--- src/rtl/npc_fetch_ctrl.sv ---
// npc_fetch_ctrl: fetch-side next-PC controller with imem req/ready handshake.
//
// Holds the fetch PC and issues one word-aligned fetch at a time to imem.
// Branch, jump and jr redirects come from the ID stage. Every redirect
// honours the MIPS single delay slot: the fetch that completes after the
// redirect (the delay slot) is always issued, and the target follows it.
//
// Ports:
//   clk, rst_n    clock, asynchronous active-low reset
//   stall         IF freeze; only blocks the start of a new fetch
//   imem_req      fetch request (held until imem_ready)
//   imem_addr     fetch address (current PC)
//   imem_ready    imem accepts/returns the word this cycle
//   if_valid      one-cycle pulse after a completed fetch
//   if_pc         address of that completed fetch
//   id_valid      qualifies all id_* / br_* / j_* / jr_* inputs
//   id_pc         PC of the instruction in ID
//   br_en, br_taken, br_imm   conditional branch and its outcome / offset
//   j_en, j_index             j/jal and its index field
//   jr_en, jr_addr            jr/jalr and its register value
//   align_err     one-cycle pulse: jr target had non-zero low bits
//
// Optional feature (macro NPC_BRANCH_STATS_EN): saturating counters
//   stat_br, stat_taken, stat_redir of width STAT_W.

module npc_fetch_ctrl #(
  parameter logic [31:0] RESET_PC = 32'h0000_3000,
  parameter int unsigned STAT_W   = 32
) (
  input  logic              clk,
  input  logic              rst_n,
  input  logic              stall,
  output logic              imem_req,
  output logic [31:0]       imem_addr,
  input  logic              imem_ready,
  output logic              if_valid,
  output logic [31:0]       if_pc,
  input  logic              id_valid,
  input  logic [31:0]       id_pc,
  input  logic              br_en,
  input  logic              br_taken,
  input  logic [15:0]       br_imm,
  input  logic              j_en,
  input  logic [25:0]       j_index,
  input  logic              jr_en,
  input  logic [31:0]       jr_addr,
`ifdef NPC_BRANCH_STATS_EN
  output logic [STAT_W-1:0] stat_br,
  output logic [STAT_W-1:0] stat_taken,
  output logic [STAT_W-1:0] stat_redir,
`endif
  output logic              align_err
);

  typedef enum logic {StRun, StPend} state_e;

  state_e      state_q;
  logic [31:0] pc_q;
  logic [31:0] pend_tgt_q;
  logic        live_q;      // low until the first clock edge after reset
  logic        busy_q;      // a raised request has not yet completed
  logic        if_valid_q;
  logic [31:0] if_pc_q;
  logic        align_err_q;

  logic        redir;
  logic        accept;
  logic        complete;
  logic [31:0] id_pc_plus4;
  logic [31:0] br_off;
  logic [31:0] tgt;

  assign redir       = id_valid & (jr_en | j_en | (br_en & br_taken));
  // Redirects arriving in StPend sit in a delay slot and are dropped.
  assign accept      = redir & (state_q == StRun);
  assign id_pc_plus4 = id_pc + 32'd4;
  assign br_off      = {{14{br_imm[15]}}, br_imm, 2'b00};

  always_comb begin
    tgt = id_pc_plus4 + br_off;
    if (jr_en) begin
      tgt = {jr_addr[31:2], 2'b00};
    end else if (j_en) begin
      tgt = {id_pc_plus4[31:28], j_index, 2'b00};
    end
  end

  // An outstanding request stays up regardless of stall; stall only gates a new one.
  assign imem_req  = live_q & (busy_q | ~stall);
  assign imem_addr = pc_q;
  assign complete  = imem_req & imem_ready;

  assign if_valid  = if_valid_q;
  assign if_pc     = if_pc_q;
  assign align_err = align_err_q;

  always_ff @(posedge clk or negedge rst_n) begin
    if (!rst_n) begin
      state_q     <= StRun;
      pc_q        <= RESET_PC;
      pend_tgt_q  <= 32'h0;
      live_q      <= 1'b0;
      busy_q      <= 1'b0;
      if_valid_q  <= 1'b0;
      if_pc_q     <= 32'h0;
      align_err_q <= 1'b0;
    end else begin
      live_q      <= 1'b1;
      busy_q      <= imem_req & ~imem_ready;
      if_valid_q  <= complete;
      align_err_q <= accept & jr_en & (jr_addr[1:0] != 2'b00);
      if (complete) begin
        if_pc_q <= pc_q;
      end
      case (state_q)
        StRun: begin
          if (complete) begin
            // A redirect seen together with a completion means that fetch was the delay slot.
            pc_q <= accept ? tgt : pc_q + 32'd4;
          end else if (accept) begin
            pend_tgt_q <= tgt;
            state_q    <= StPend;
          end
        end
        StPend: begin
          if (complete) begin
            pc_q    <= pend_tgt_q;
            state_q <= StRun;
          end
        end
        default: state_q <= StRun;
      endcase
    end
  end

`ifdef NPC_BRANCH_STATS_EN
  logic [STAT_W-1:0] stat_br_q, stat_taken_q, stat_redir_q;
  logic [STAT_W-1:0] stat_one;

  assign stat_one = {{(STAT_W-1){1'b0}}, 1'b1};

  always_ff @(posedge clk or negedge rst_n) begin
    if (!rst_n) begin
      stat_br_q    <= '0;
      stat_taken_q <= '0;
      stat_redir_q <= '0;
    end else begin
      if (id_valid && br_en && stat_br_q != '1) begin
        stat_br_q <= stat_br_q + stat_one;
      end
      if (id_valid && br_en && br_taken && stat_taken_q != '1) begin
        stat_taken_q <= stat_taken_q + stat_one;
      end
      if (accept && stat_redir_q != '1) begin
        stat_redir_q <= stat_redir_q + stat_one;
      end
    end
  end

  assign stat_br    = stat_br_q;
  assign stat_taken = stat_taken_q;
  assign stat_redir = stat_redir_q;
`endif

endmodule
--- config.mk ---
export PLATFORM = sky130hd
export DESIGN_NAME = npc_fetch_ctrl
export DESIGN_NICKNAME = d
export VERILOG_FILES = /design/src/rtl/npc_fetch_ctrl.sv
export SDC_FILE = /design/constraint.sdc
export NUM_CORES = 1
export LEC_CHECK = 0
export ABC_AREA = 1
export CELL_PAD_IN_SITES_DETAIL_PLACEMENT = 1
export CELL_PAD_IN_SITES_GLOBAL_PLACEMENT = 1
export CORE_MARGIN = 3
export CORE_UTILIZATION = 35
export DETAILED_ROUTE_END_ITERATION = 8
export HOLD_SLACK_MARGIN = 0.15
export PLACE_DENSITY_LB_ADDON = 0.1
export SETUP_SLACK_MARGIN = 0.15
export SYNTH_ARGS = -nofsm -noshare
export SYNTH_HDL_FRONTEND = slang
export SYNTH_SLANG_ARGS = --single-unit
--- constraint.sdc ---
create_clock -name clk -period 2.5 [get_ports clk]
set_input_delay 0.25 -clock clk [delete_from_list [all_inputs] [get_ports clk]]
set_output_delay 0.25 -clock clk [all_outputs]
set_load 0.05 [all_outputs]
== After elaboration in Yosys (flattened, before gate mapping) ==
Cells that the tools add are included.
Storage, ports and cells
  register bits: 101
  bits of input ports: 115
  output and inout bits: 67
  word-level logic and storage cells: 41
Operators by class
  reductions and logical operators: 3
  equality and inequality tests: 2
  mux-type cells: 10
  add/sub/neg operators: 3
  bitwise gates (word level): 15
Operator list (count)
  $mux W32: 5
  $add A32 B3 Y32 const B: 2
  $pmux W32 S2: 1
  $add A32 B32 Y32: 1
  $and A1 B1 Y1: 8
  $not A1 Y1: 4
  $mux W1: 3
  $or A1 B1 Y1: 3
  $reduce_and A3 Y1: 1
  $ne A2 B1 Y1 const B: 1
  $ne A2 B2 Y1 const B: 1
  $pmux W1 S2: 1
  $reduce_and A2 Y1: 1
  $reduce_bool A2 Y1: 1

== Logic depth before layout (Yosys ltp) ==
Gate-level depths: netlist of the first run.
  depth after elaboration: 7
  mapped depth: 27

== Least setup slack after synthesis of the first run ==
No wires, ideal clock.
  path kind: input to register
  start point: input port id_pc[2]
  end point: register pc_q[31] (netlist: imem_addr[31])
  slack: -155 ps
  stages: 25
  arrival: 2537 ps
  cell sequence: ha_1 -> inv_1 -> nor2_4 -> nand2_4 -> nor3_4 -> nand2_2 -> nor2_4 -> nand3_1 -> and2_1 -> ha_1 -> inv_1 -> nor3_1 -> nand2_1 -> inv_1 -> nand2_1 -> nand2_1 -> a21oi_1 -> nand2_1 -> nand3_1 -> nand2_1 -> nand2_1 -> nand2_1 -> nand2_1 -> nand2_1 -> nand2_1
On the way
  cells in the longest elaborated chain, start to end: 7
RTL lines
  start, declared: line 39  | input logic [31:0] id_pc,
  $add A32 B3 Y32 *: line 76  | assign id_pc_plus4 = id_pc + 32'd4;
  $add A32 B32 Y32: line 80  | tgt = id_pc_plus4 + br_off;
  $mux W32 *: line 83  | end else if (j_en) begin
  $mux W32 *: line 81  | if (jr_en) begin
  $mux W32 *: line 119  | pc_q <= accept ? tgt : pc_q + 32'd4;
  $mux W32 *: line 117  | if (complete) begin
  $pmux W32 S2 *: line 115  | case (state_q)
  end signal, assigned: line 119
  end signal, assigned: line 127  | pc_q <= pend_tgt_q;
  end, declared: line 58  | logic [31:0] pc_q;
Mark *: on every way between the ends. The rest lies on a longest branch, timed or not. The select of a mux whose other input is x is not followed.
A chain may end at the register's enable or synchronous reset.

== Worst setup path in the final report of the first run ==
  start point: input port id_pc[2]
  end point: register pc_q[18] (netlist: imem_addr[18])
On the way
  cells in the longest elaborated chain, start to end: 7
RTL lines (line)
  $add A32 B3 Y32: 76
  $add A32 B32 Y32: 80
  $mux W32: 83
  $mux W32: 81
  $mux W32: 119
  $mux W32: 117
  $pmux W32 S2: 115
No other way between the ends. The select of a mux whose other input is x is not followed.

==> results.cfg, run 1 <==
[pwr]
leakage_nw = 6.619
vdd_drop_max_uv = 350.5
powerDensity_mw_per_mm2 = 614.7

[outcome]
status = finished, violations left
violations = negative setup slack

[worst_setup_path]
crit_slowest_cell = nor3_4
cpPeakStageDelay_ns = 0.32
cpMostUsedCell = inv_2
worstPathRequired_ns = 2.76
r2r-end = imem_addr[24]
reg2regPathDepth = 11
arrival_ns = 3.25
crit_buf_inv = 7
cp_top_family = simple AND/OR/NAND/NOR gates
crit_fanout = 4
cp.depth = 23
criticalPathCategory = input pin to flop
r2r_setup_slack_ns = 0.22
r2r_start = imem_addr[2]
crit_chain = buf_8, ha_4, inv_2, nor2_4, nand2_4, nor3_4, buf_6, xnor2_4, inv_2, ha_4, buf_4, nand2_4, nor2_4, nand2_2, inv_2, nand2_1, nand2_1, xor2_1, nor2_1, o21ai_2, buf_4, nand2_2, a21boi_1
end_kind = flop
endpoint = imem_addr[18]
cp-start-kind = input pin
startpoint = id_pc[2]

[die]
io_pins = 182
die_area_sq_mm = 0.02548
coreArea_sq_mm = 0.02292
die_w_um = 159.6
row_count = 55
start_util = 0.3605
die_h_um = 159.6

[sta]
fmax_ghz = 0.3344
rsz0062_at_grt = yes
slew_headroom = 0.5665
period_minus_slack_ns = 2.990
tightest_slew_ns = 0.6443
setup_viol = 43
report.final.slew_viol_count = 0
layout_setup_ws_ns = -0.4904
timing.hold.ws_ns = 0.4825
finalCritPeriodShare = 1.196
finClkSkew_ns = 0.01213
hold_viol_final = 0

[grt]
grt_usage = 0.2743
grt_first_pass_wirelength_um = 57170
grt_pass1_vias = 10870
grt_max_degree = 108
grt_overflow = 0
antenna_found_initial = 0

[drt]
drt_wl_total_um = 41200
viasPerCell = 5.313
drt_iter0_markers = 673
ant_nets = 0
route.met3.wl_um = 1561
met1_length_um = 16420
wire_per_inst_um = 20.83
first_pass_iters = 6
vias = 10510
route.detailed.drc = 0
met2_length_um = 20900
highest_layer = met4

[logic_synthesis]
syn_area_sq_mm = 0.008262
synthCells = 1263
yosys.area_share.simple = 0.3497
synth_top_family_by_area = simple AND/OR/NAND/NOR gates
synth_xor_xnor_area_share = 0.05619
dominantRegCellSynth = dfrtp_1
synth.yosys.seq_area_share = 0.3062
synth_edf_count = 0
synth.area.mux_share = 0
synth.distinct_cells = 50
ys_seq_elements = 101
yosys_warnings = 0
synth.net_count = 1415
syn_area_per_cell_sq_um = 6.541
synth-compound-area-share = 0.1466
async_flop_share = 1.000
synth-adder-area-share = 0.05694

[flow_run]
cap_violations = 0

[placement]
port_buffers = 181
place_congestion = 0.9181
place_hpwl_um = 26280
dp_slack_ns = -1.237

[clock_network]
cts_tree = done
clkSinkCount = 101
clk_latency_ns = 0.34
root_buffer = clkbuf_16
htree_levels = 3
clk_path_buf_depth = 2
cts_buffers = 9
clk_pin_slew_ns = 0.06

[layout]
fill_cells = 2835
final_cell_mix = nand2_1 (338), buf_4 (211), clkdlybuf4s50_1 (154)
synthToLayoutAreaGrowth_pct = 69.98
layout-drive-gt1-share = 0.3562
final_common_cell = nand2_1
antenna_cells = 0
fin_nets = 1812

[min_path]
min-delay-start = if_pc[22]
holdCritPathClass = flop to flop
## cell usage after synthesis (all sizes together), types with 11 or more instances
library cell  number  area share
nand2            452        0.21
inv              136       0.062
nor2             105       0.057
o21ai            102       0.062
dfrtp             99        0.30
nand3             71       0.044
a21oi             62       0.038
xor2              38       0.040
ha                36       0.055
clkbuf            24       0.011
nor3              23       0.016
nand4             16       0.012
buf               15       0.010
xnor2             15       0.016
a21boi            12       0.011
a22oi             11       0.010
## metrics by stage
stage / instance area, sq um / instances / setup TNS [ns] / total power [mW] / util
after detailed placement: 11860 / 1897 / -48.49 / 6.542 / 0.5174
after floorplan: 8388 / 1263 / -0.1732 / 4.803 / -
final: 14040 / 1978 / -11.05 / 8.633 / 0.6128
after CTS: 13300 / 1952 / -1.224 / 8.299 / 0.5802
after global placement: 11860 / 1897 / -43.41 / 6.422 / 0.5174
after global routing: 14040 / 1978 / -16.62 / 9.082 / 0.6128
## metal layers
layer	track usage	vias up
met1	0.3337	5112
li1	-	4857
met2	0.5052	394
met4	0.1043	0
met3	0.01920	147
met5	0	-
## kinds of logic (layout without fill, tap and decap cells)
kind of cell	count (synthesis)	count (layout)
DFF	101	101
and+or+nand+nor	680	680
AOI/OAI and AO/OA	214	214
other	1	1
adders and majority gates	37	37
xor gates and xnor gates	53	53
buffers and inverters	177	579
## area by class of cell
type	count	area, sq um	share of cell area
Multi-Input combinational cell	985	6489	0.4620
Clock buffer	12	236.5	0.01684
Tap cell	313	391.6	0.02789
Sequential cell	101	2530	0.1801
Inverter	138	523.0	0.03724
Clock inverter	4	75.07	0.005346
Timing Repair Buffer	425	3799	0.2705
## flip-flops by register name, summed over array words and instances (netlist names)
signal / count
if_pc: 32
imem_addr: 32
align_err: 1
busy_q: 1
live_q: 1
state_q: 1
if_valid: 1
pend_tgt_q: 32
## worst register-to-register path, stage by stage (launching register included)
cell and delay (ns):
dfrtp_1 0.47, ha_1 0.24, nand2_2 0.11, nor3_2 0.29, nand2_2 0.12, nor2_4 0.14, nand2_2 0.10, nor2_4 0.16
inv_2 0.07, o31ai_1 0.25, a21oi_1 0.11, a21boi_1 0.15
## report_power, final
part           switching [mW]  total (mW)  internal (mW)
Clock                   0.605        1.48          0.879
Sequential              0.377        2.46           2.08
Combinational            2.93        4.69           1.76
Total                    3.91        8.63           4.73
## how the worst min path moves through the flow
stage,to,slack [ns],cells past startpoint
finish,if_pc[22],0.48,2
floorplan,align_err,-0.05,0
detailed placement,if_pc[8],0.36,2
global placement,if_pc[2],0.36,2
global route,pend_tgt_q[31],0.50,2
CTS,pend_tgt_q[21],0.48,2
## what timing repair did
item                                   CTS  global route
hold buffers                             1             0
pin swaps                              137           111
buffers inserted                        38            26
setup endpoints to repair               55            51
resized for setup                      311           149
endpoints found under the hold margin   99             0
Power figures use the tool's default switching activity.
==> run 2, diff against run 1 <==
Settings changed: CORE_MARGIN 3 to 2.
==> results.cfg, run 2 (synthesis results as in run 1) <==
[outcome]
status = finished, violations left
violations = negative setup slack

[placement]
dp_slack_ns = -1.247
place_congestion = 0.9181
port_buffers = 181
place_hpwl_um = 25900

[layout]
layout-drive-gt1-share = 0.3576
fill_cells = 2873
final_util = 0.5988
final_cell_mix = nand2_1 (335), buf_4 (190), clkdlybuf4s50_1 (153)
final_common_cell = nand2_1
fin_nets = 1796
antenna_cells = 0
synthToLayoutAreaGrowth_pct = 69.10

[worst_setup_path]
end_kind = flop
arrival_ns = 3.18
r2r_start = imem_addr[2]
criticalPathCategory = input pin to flop
r2r-end = imem_addr[25]
reg2regPathDepth = 9
worstPathRequired_ns = 2.76
crit_fanout = 4
cp-start-kind = input pin
r2r_setup_slack_ns = 0.30

[die]
start_util = 0.3541
die_area_sq_mm = 0.02485
io_pins = 182
die_h_um = 157.6
die_w_um = 157.6
row_count = 56
coreArea_sq_mm = 0.02333

[grt]
grt_pass1_vias = 10720
grt_max_degree = 108
grt_usage = 0.2960
grt_first_pass_wirelength_um = 57330
grt_overflow = 0
antenna_found_initial = 1

[clock_network]
clkSinkCount = 101
cts_buffers = 9
cts_tree = done
clk_latency_ns = 0.34
clk_pin_slew_ns = 0.07
root_buffer = clkbuf_16
clk_path_buf_depth = 2
htree_levels = 3

[sta]
slew_headroom = 0.5251
tightest_slew_ns = 0.7116
finalCritPeriodShare = 1.167
rsz0062_at_grt = yes
setup_viol = 39
layout_setup_ws_ns = -0.4187
hold_viol_final = 0
fmax_ghz = 0.3426
tns_ns = -10.41
report.final.slew_viol_count = 0
finClkSkew_ns = 0.008307
period_minus_slack_ns = 2.919

[drt]
route.detailed.drc = 0
drt_wl_total_um = 41640
highest_layer = met4
first_pass_iters = 5
met2_length_um = 21550
met1_length_um = 16200
vias = 10380
viasPerCell = 5.281
route.met3.wl_um = 1637
drt_iter0_markers = 606
ant_nets = 0
wire_per_inst_um = 21.18

[pwr]
internal_power_mw = 4.503
p_comb_frac = 0.557
powerDensity_mw_per_mm2 = 601.9
leakage_nw = 6.620
power_switching_share = 0.4645
clock_power_share = 0.150
vdd_drop_max_uv = 420.7
p_seq_frac = 0.294
power_switching_mw = 3.906

[flow_run]
cap_violations = 0

[min_path]
holdCritPathClass = input pin to asynchronous set/reset pin
run 2: cell types whose count changed in the layout (fill, tap and decap cells not counted), sizes merged:
cell / before / now
clkbuf: 16 / 12
dlygate4sd2: 9 / 10
bufinv: 2 / 0
clkinv: 2 / 3
clkinvlp: 2 / 3
clkdlybuf4s50: 154 / 153
buf: 255 / 241
run 2: worst max-delay path by stage:
stage,start,depth (start not counted),end
2_1_floorplan,id_pc[2],22,imem_addr[28]
3_3_place_gp,id_pc[2],22,imem_addr[24]
3_5_place_dp,id_pc[2],22,imem_addr[24]
4_1_cts,id_pc[3],22,imem_addr[29]
5_1_grt,id_pc[6],26,imem_addr[31]
6_report,id_pc[3],23,imem_addr[25]
run 2: cell type report:
type	count	area [sq um]	area share
clock buffers	10	229.0	0.01639
clock inverters	4	27.53	0.001970
flip-flops and latches	101	2530	0.1811
inverters	138	523.0	0.03744
well taps	319	399.1	0.02857
repair buffers	409	3700	0.2648
multi-input cells	985	6563	0.4697
run 2: metrics by stage:
stage	hold WS, ns	instance area (sq um)	std cells	total power, mW
after floorplan	-0.04559	8388	1263	4.803
after global placement	0.3026	11710	1886	6.389
after detailed placement	0.3048	11710	1886	6.485
after CTS	0.4798	13420	1949	8.119
after global routing	0.5076	13970	1966	8.861
final	0.4500	13970	1966	8.409
run 2: worst max-delay path, stage by stage:
cell and delay (ns):
buf_8 0.08, buf_4 0.10, buf_6 0.09, nand3_4 0.09
nor2_4 0.15, nand2_4 0.07, nor2_4 0.16, nand2_4 0.11
xor2_2 0.29, inv_2 0.11, buf_6 0.15, ha_4 0.30
nand2_4 0.08, buf_4 0.15, nor3_4 0.20, nand4_1 0.15
nand3_1 0.13, nand2_1 0.06, nand3_2 0.09, nand2_2 0.05
nand2_2 0.08, nand2_2 0.06, a21boi_2 0.15
run 2: repair_timing:
item                                    CTS  global route
cloned                                    0             0
endpoints found under the setup margin   55            53
hold endpoints to repair                 43             0
setup buffers                            48            17
gates resized for setup                 386           113
hold buffers                              1             0
pin swaps                               147            75
run 2: per-layer routing:
| layer | vias to the layer above | global-route usage |
|---|---|---|
| li1 | 4826 | - |
| met3 | 145 | 0.02053 |
| met4 | 0 | 0.1069 |
| met2 | 390 | 0.5503 |
| met5 | - | 0 |
| met1 | 5021 | 0.3571 |
run 2: power by group through the flow:
stage	clock (mW)	combinational, mW	sequential, mW
final	1.26	4.68	2.47
after global routing	1.32	5.00	2.54
after CTS	1.28	4.37	2.47
after detailed placement	0	4.00	2.49
after global placement	0	3.92	2.47
after floorplan	0	1.41	3.40
